### src/rtl/vpu_mem_responder.sv
// Memory-side responder for the VPU operand/result interface: two read ports,
// one write port, a host preload port and a fixed, configurable read latency.
module vpu_mem_responder #(
  parameter int DATA_W   = 32,
  parameter int ADDR_W   = 16,
  parameter int DEPTH    = 32,
  parameter int READ_LAT = 2
) (
  input  logic              clk,
  input  logic              rst,
  input  logic              rd_a_en,
  input  logic              rd_b_en,
  input  logic              wr_en,
  input  logic [ADDR_W-1:0] addr_a,
  input  logic [ADDR_W-1:0] addr_b,
  input  logic [ADDR_W-1:0] addr_c,
  input  logic [DATA_W-1:0] data_c,
  output logic              mem_rdy,
  output logic              mem_valid,
  output logic [DATA_W-1:0] data_a,
  output logic [DATA_W-1:0] data_b,
  input  logic              load_en,
  input  logic [ADDR_W-1:0] load_addr,
  input  logic [DATA_W-1:0] load_data,
  output logic              err_oob
);

  localparam int IDX_W = (DEPTH > 1) ? $clog2(DEPTH) : 1;

  typedef enum logic [1:0] {IDLE, READ, WRITE} state_t;

  state_t            state_q, state_d;
  logic [2:0]        cnt_q, cnt_d;
  logic              rd_a_q, rd_b_q;
  logic [ADDR_W-1:0] addr_a_q, addr_b_q;
  logic [DATA_W-1:0] data_a_q, data_b_q;
  logic              err_q;
  logic [DATA_W-1:0] mem_q [DEPTH];

  logic              accept, acc_wr, acc_rd, do_load, fire, oob_evt;
  logic              sel_live;
  logic              sel_a_en, sel_b_en;
  logic [ADDR_W-1:0] sel_a_addr, sel_b_addr;
  logic [DATA_W-1:0] rd_val_a, rd_val_b;
  logic              mem_we;
  logic [IDX_W-1:0]  mem_widx;
  logic [DATA_W-1:0] mem_wdata;

  function automatic logic is_oob(input logic [ADDR_W-1:0] a);
    return ({1'b0, a} >= (ADDR_W+1)'(DEPTH));
  endfunction

  assign mem_rdy   = rst && (state_q == IDLE) && !load_en;
  assign mem_valid = (state_q == WRITE) || ((state_q == READ) && (cnt_q == 3'd0));
  assign data_a    = data_a_q;
  assign data_b    = data_b_q;
  assign err_oob   = err_q;

  assign accept  = mem_rdy && (rd_a_en || rd_b_en || wr_en);
  assign acc_wr  = accept && wr_en;
  assign acc_rd  = accept && !wr_en;
  assign do_load = rst && (state_q == IDLE) && load_en;

  // Read data is captured on the edge that enters the valid cycle; with a
  // one-cycle latency that edge is the accept edge itself, so use live inputs.
  assign fire     = (acc_rd && (READ_LAT == 1)) || ((state_q == READ) && (cnt_q == 3'd1));
  assign sel_live = (state_q == IDLE);

  always_comb begin
    sel_a_en   = sel_live ? rd_a_en : rd_a_q;
    sel_b_en   = sel_live ? rd_b_en : rd_b_q;
    sel_a_addr = sel_live ? addr_a  : addr_a_q;
    sel_b_addr = sel_live ? addr_b  : addr_b_q;
    rd_val_a   = is_oob(sel_a_addr) ? '0 : mem_q[sel_a_addr[IDX_W-1:0]];
    rd_val_b   = is_oob(sel_b_addr) ? '0 : mem_q[sel_b_addr[IDX_W-1:0]];
  end

  always_comb begin
    oob_evt = (acc_wr && is_oob(addr_c))
           || (acc_rd && ((rd_a_en && is_oob(addr_a)) || (rd_b_en && is_oob(addr_b))))
           || (do_load && is_oob(load_addr));
    mem_we    = (acc_wr && !is_oob(addr_c)) || (do_load && !is_oob(load_addr));
    mem_widx  = acc_wr ? addr_c[IDX_W-1:0] : load_addr[IDX_W-1:0];
    mem_wdata = acc_wr ? data_c : load_data;
  end

  always_comb begin
    state_d = state_q;
    cnt_d   = cnt_q;
    case (state_q)
      IDLE: begin
        if (acc_wr) begin
          state_d = WRITE;
        end else if (acc_rd) begin
          state_d = READ;
          cnt_d   = 3'(READ_LAT - 1);
        end
      end
      READ: begin
        if (cnt_q == 3'd0) state_d = IDLE;
        else               cnt_d   = cnt_q - 3'd1;
      end
      WRITE:   state_d = IDLE;
      default: state_d = IDLE;
    endcase
  end

  always_ff @(posedge clk) begin
    if (!rst) begin
      state_q  <= IDLE;
      cnt_q    <= '0;
      rd_a_q   <= 1'b0;
      rd_b_q   <= 1'b0;
      addr_a_q <= '0;
      addr_b_q <= '0;
      data_a_q <= '0;
      data_b_q <= '0;
      err_q    <= 1'b0;
    end else begin
      state_q <= state_d;
      cnt_q   <= cnt_d;
      if (acc_rd) begin
        rd_a_q   <= rd_a_en;
        rd_b_q   <= rd_b_en;
        addr_a_q <= addr_a;
        addr_b_q <= addr_b;
      end
      if (fire && sel_a_en) data_a_q <= rd_val_a;
      if (fire && sel_b_en) data_b_q <= rd_val_b;
      if (oob_evt)          err_q    <= 1'b1;
    end
  end

  always_ff @(posedge clk) begin
    if (!rst) begin
      for (int i = 0; i < DEPTH; i++) mem_q[i] <= '0;
    end else if (mem_we) begin
      mem_q[mem_widx] <= mem_wdata;
    end
  end

endmodule

### config.mk
export PLATFORM = sky130hd
export DESIGN_NAME = vpu_mem_responder
export DESIGN_NICKNAME = d
export VERILOG_FILES = /design/src/rtl/vpu_mem_responder.sv
export SDC_FILE = /design/constraint.sdc
export NUM_CORES = 2
export LEC_CHECK = 0
export BUFFER_PORTS_ARGS = -buffer_cell sky130_fd_sc_hd__buf_2
export CAP_MARGIN = 15
export CORE_ASPECT_RATIO = 2
export CORE_MARGIN = 4
export CORE_UTILIZATION = 35
export DETAILED_ROUTE_END_ITERATION = 16
export HOLD_SLACK_MARGIN = 0.15
export SKIP_LAST_GASP = 1
export SLEW_MARGIN = 25
export SYNTH_ARGS = -nofsm -noshare
export SYNTH_HDL_FRONTEND = slang
export SYNTH_SLANG_ARGS = --single-unit
### constraint.sdc
create_clock -name clk -period 4.7 [get_ports clk]
set_clock_uncertainty 0.2 [all_clocks]
set_input_delay 0.47 -clock clk [delete_from_list [all_inputs] [get_ports clk]]
set_output_delay 0.47 -clock clk [all_outputs]
set_load 0.05 [all_outputs]
Yosys cells after proc, flatten, opt, wreduce, memory -nomap -nowiden:

Memories as Yosys holds them, arrays and structs flattened.
Index checks and enable logic that the tools add are counted.

* add/subtract/negate cells: 1
* $lt $le $gt $ge: 6
* eq/ne operators: 8
* mux-type cells: 23
* reduce and logical (&&, ||, !) cells: 34

Operators with widths (number)
* 32-bit 2-to-1 mux: 4
* 16-bit by 6-bit >= comparator with 1-bit output, second input constant: 6
* 16-bit 2-to-1 mux: 2
* 32-bit OR reduction: 1
* 1-bit logical AND: 17
* 5-bit 2-to-1 mux: 2
* 3-bit 2-to-1 mux: 3
* 1-bit logical OR: 7
* 1-bit 2-to-1 mux: 7
* 2-bit 2-to-1 mux: 3
* 2-bit != test, second input constant: 3
* 3-bit case mux with 2 select lines: 1
* 1-bit zero test: 4
* 2-bit case mux with 2 select lines: 1
* 4-bit AND reduction: 1
* 3-bit by 1-bit == test with 1-bit output, second input constant: 1
* 3-bit zero test: 1
* 3-bit != test, second input constant: 1
* 3-bit by 1-bit subtractor with 3-bit output, second input constant: 1
* 2-bit by 1-bit == test with 1-bit output, second input constant: 1
* 2-bit == test, second input constant: 1
* 2-bit zero test: 1
* 2-bit by 1-bit != test with 1-bit output, second input constant: 1
* 2-bit AND reduction: 1
* 2-bit nonzero test: 1

* bits in registers: 104
* bits in writable memories: 1024
* bits of input ports: 134
* word-level logic and storage cells: 82
* memories kept: 1

Memory list
* mem_q: depth 32, bits a word 32, read ports 2, clocked after memory_dff 0, wr ports 32, RTL line 38 `logic [DATA_W-1:0] mem_q [DEPTH];`

Depth between registers and ports, before layout:

* depth after elaboration: 12
* mapped depth: 12
* mapped depth without buffers: 8

Worst setup path before layout:

OpenSTA, ideal clock, no wires.

* path kind: input port to flip-flop
* start point: input rst
* end point: memory mem_q[0][0], enable pin
* setup time: 389 ps
* arrival time: 3752 ps
* slack: 359 ps
* stages: 8
* path buffers: 3
* path through: clkbuf_1 > nor4b_2 > nand2_1 > clkbuf_1 > o41ai_1 > nand2_1 > clkbuf_1 > nand2_1

RTL lines
* start, declared: RTL line 10 `input logic rst,`
* end, declared: RTL line 38

Worst setup path after layout:

* start point: register state_q[1]
* end point: register data_b_q[28] (netlist: data_b[28])

* word-level cells in the longest chain between the ends: 4

Ends and longest elaborated chain
* start, declared: RTL line 32 `state_t state_q, state_d;`
* start signal, assigned: RTL line 120 `state_q <= state_d;`
* 2-bit zero test: RTL line 67 `assign sel_live = (state_q == IDLE);`
* 16-bit 2-to-1 mux: RTL line 73 `sel_b_addr = sel_live ? addr_b : addr_b_q;`
* 16-bit by 6-bit >= comparator with 1-bit output / memory 32 x 32 bit (equally long branches)
* 32-bit 2-to-1 mux: RTL line 75 `rd_val_b = is_oob(sel_b_addr) ? '0 : mem_q[sel_b_addr[IDX_W-1:0]];`
* end signal, assigned: RTL line 129 `if (fire && sel_b_en) data_b_q <= rd_val_b;`
* end, declared: RTL line 36 `logic [DATA_W-1:0] data_a_q, data_b_q;`

Parallel ways exist; a longest one is shown, timed or not.
A chain may end at the register's enable or synchronous reset.

==> flow_summary_export.csv <==
group,metric,value,unit
finish,final_nets,5658,
yosys,yosys_most_used_dff,"edfxtp_1",
critical_path,cp_top_family,"multiplexers",
critical_path,crit_chain,"nor2_4 -> buf_4 -> mux2_4 -> buf_12 -> mux4_2 -> a22oi_1 -> a31oi_1 -> a211o_1",
placed_design,portBuffers,200,
drt,drtIter0Drc,6355,
pwr,ir_worst_vdd,0.254,mV
drt,wirelength,235000,µm
drt,wl_per_cell,30.4,µm
floorplan,pin_count,201,
timing,fin_setup_tns,0,ns
clocking,numCtsBuffers,92,
clocking,cts_tree,"yes",
timing,period_minus_slack,3.94,ns
clocking,h-tree-depth,3,
yosys,mappedNetlistNets,5536,
placed_design,pre_cts_slack,0.850,ns
pwr,power.total,0.0233,W
clocking,ctsHoldBuffers,69,
drt,drc,0,
critical_path,regToRegEndpoint,"data_b[28]$_SDFFE_PN0P_",
clocking,clock_path_buffers,3,
floorplan,die_w,294,µm
job,drv_cap,0,
yosys,seq_area_frac_synth,57.2,%
hold_path,min_from,"load_data[30]",
floorplan,die_area,0.171,mm²
yosys,yosysUniqueCellTypes,64,
critical_path,cp.arrival,4.33,ns
yosys,yosys.area.top_type_share,53.6,%
critical_path,worst-r2r-cell-count,8,
finish,layout-drive-gt1-share,18.2,%
finish,area_growth,16.0,%
timing,fin_crit_sh,83.9,%
critical_path,r2r_slack,0.76,ns
finish,design_area,0.0666,mm²
clocking,clk_latency,0.71,ns
timing,finalHoldViolCount,0,
floorplan,core_area,0.163,mm²
floorplan,core.rowCount,209,
yosys,ys_async_sr_fraction,0,%
critical_path,cp_num_buf_inv,2,
yosys,synth_cells,5399,
hold_path,hold_depth,4,
clocking,cts.sinks,1128,
global_routing,grt_start_max_net_pins,89,
pwr,p_per_area,350,mW/mm²
floorplan,start_util,35.3,%
yosys,synth_common_cells,"nor2_1 (1073), nand2_1 (1032), edfxtp_1 (1024), clkbuf_1 (359), a21oi_1 (251)",
timing,slew_viol_final,0,
global_routing,antenna_found_initial,11,
placed_design,place_area,0.0626,mm²
hold_path,hold_path.class,"input port to flip-flop",
critical_path,crit_required,5.09,ns
drt,first_pass_iters,6,
hold_path,hold_path_end,"mem_q[11][30]$_SDFFCE_PN0P_",
yosys,synth.area.top_cells,"edfxtp_1 (54%), mux4_2 (7.0%), nor2_1 (7.0%)",
timing,setup_viol_count_final,0,
run_status,outcome,"finished clean",
critical_path,path_class,"flip-flop to flip-flop",
timing,relSlewSlack,25.3,%
floorplan,fp.dieH,581,µm
critical_path,r2r_start,"state_q[1]$_SDFFE_PN0P_",
finish,fin_util,40.9,%
yosys,netlist_area,0.0574,mm²
drt,vias,47600,
timing,fin_ws,0.758,ns
finish,fillers,15300,
clocking,cts.root.buffer_cell,"clkbuf_16",
global_routing,grt_pass1_vias,47500,
critical_path,cp_max_fo,26,
timing,max_freq,254,MHz
global_routing,grt_use_total,26.7,%
global_routing,grt_pass1_wl,332000,µm
placed_design,gp_congestion,0.936,
global_routing,grt-ovfl-total,0,
yosys,ys_ff_latch,1128,
clocking,cts_resized,0,
yosys,syn_area_per_cell,10.6,µm²
critical_path,cp-start-kind,"flip-flop",
timing,rsz0062_at_grt,"no",
yosys,synth_warnings,0,
pwr,leakagePower,23.6,nW
yosys,yosysTopAreaCell,"edfxtp_1",
yosys,yosysMostFrequentCell,"nor2_1",
critical_path,slowest_stage,"mux2_4",
critical_path,critPathMaxStageDelay,0.67,ns
critical_path,end_kind,"flip-flop",
clocking,clkTransAtPathRegs,0.07,ns
placed_design,dp_hpwl,153000,µm
yosys,synth-edff-count,1024,
drt,ant_nets,0,
clocking,post_cts_buffers,0,
timing,worst_pin_slew,1.10,ns
drt,avgViaCountPerCell,6.17,
==> registers in the layout, indices dropped and copies added, names as in the netlist <==
signal and cells:
addr_a_q 16, addr_b_q 16, cnt_q 3, data_a 32
data_b 32, err_oob 1, mem_q 1024, rd_a_q 1
rd_b_q 1, state_q 2
==> how the worst max path moves through the flow <==
stage | end | depth (start not counted) | startpoint | slack (ns)
global route | data_b[23]$_SDFFE_PN0P_ | 8 | state_q[1]$_SDFFE_PN0P_ | 0.52
floorplan | mem_q[0][0]$_SDFFCE_PN0P_ | 8 | rst | 0.36
global placement | data_b[23]$_SDFFE_PN0P_ | 8 | state_q[1]$_SDFFE_PN0P_ | 0.89
CTS | data_b[23]$_SDFFE_PN0P_ | 8 | state_q[1]$_SDFFE_PN0P_ | 0.80
detailed placement | data_b[23]$_SDFFE_PN0P_ | 8 | state_q[1]$_SDFFE_PN0P_ | 0.85
finish | data_b[28]$_SDFFE_PN0P_ | 8 | state_q[1]$_SDFFE_PN0P_ | 0.76
==> through the flow <==
| step | hold slack (ns) | cells |
|---|---|---|
| 6_report | 0.186 | 7712 |
| 4_1_cts | 0.160 | 7698 |
| 3_3_place_gp | 0.258 | 7455 |
| 5_1_grt | 0.195 | 7707 |
| 2_1_floorplan | 0.261 | 5399 |
| 3_5_place_dp | 0.265 | 7460 |
==> cell families after synthesis <==
kind of cell	after synthesis	synth area share [%]
and+or+nand+nor	2430	17.0
DFF	1128	57.2
AOI/OAI and AO/OA	863	10.1
buffers and inverters	529	3.82
muxes	445	11.8
adders and majority gates	3	0.0654
xor gates and xnor gates	1	0.0153
==> placed cells by master (no fill, tap or decap), types with 61 or more instances in the layout <==
cell type	netlist	final
buf_4	15	203
nand2_2	0	64
buf_2	109	200
nor2_1	1073	1070
dlygate4sd3_1	0	75
mux2i_1	230	194
edfxtp_1	1024	1024
buf_12	0	61
clkbuf_16	0	96
dfxtp_1	104	104
mux4_2	179	179
o21ai_0	130	130
nand3_1	189	189
nand2_1	1032	964
a22oi_1	86	86
a21oi_1	251	251
==> worst min-delay path, cell delays in order <==
cell     delay (ns)
buf_2          0.10
mux2i_4        0.12
buf_4          0.19
nor2_1         0.08
==> routing by layer <==
layer | vias up | track usage [%] | routed length, µm
met3 | 1074 | 5.30 | 23000
met4 | 10 | 18.8 | 19100
met1 | 23400 | 29.2 | 75600
met2 | 3304 | 46.3 | 117000
li1 | 19800 | - | -
met5 | - | 0.0567 | 66
==> final cells by class <==
class | count | area, µm² | area share (%)
flip-flops and latches | 1128 | 32800 | 49.3
well taps | 2110 | 2640 | 3.97
multi-input cells | 3742 | 23200 | 34.9
repair buffers | 546 | 4600 | 6.91
inverters | 11 | 41.3 | 0.0620
diodes | 6 | 15.0 | 0.0226
clock inverters | 45 | 612 | 0.919
clock buffers | 124 | 2590 | 3.89
==> report_power, final <==
part,internal (W),switching (W)
Combinational,0.00114,0.00225
Sequential,0.0112,0.000201
Clock,0.00470,0.00378
Total,0.0171,0.00623
No activity file was read; power rests on OpenSTA's default activity.
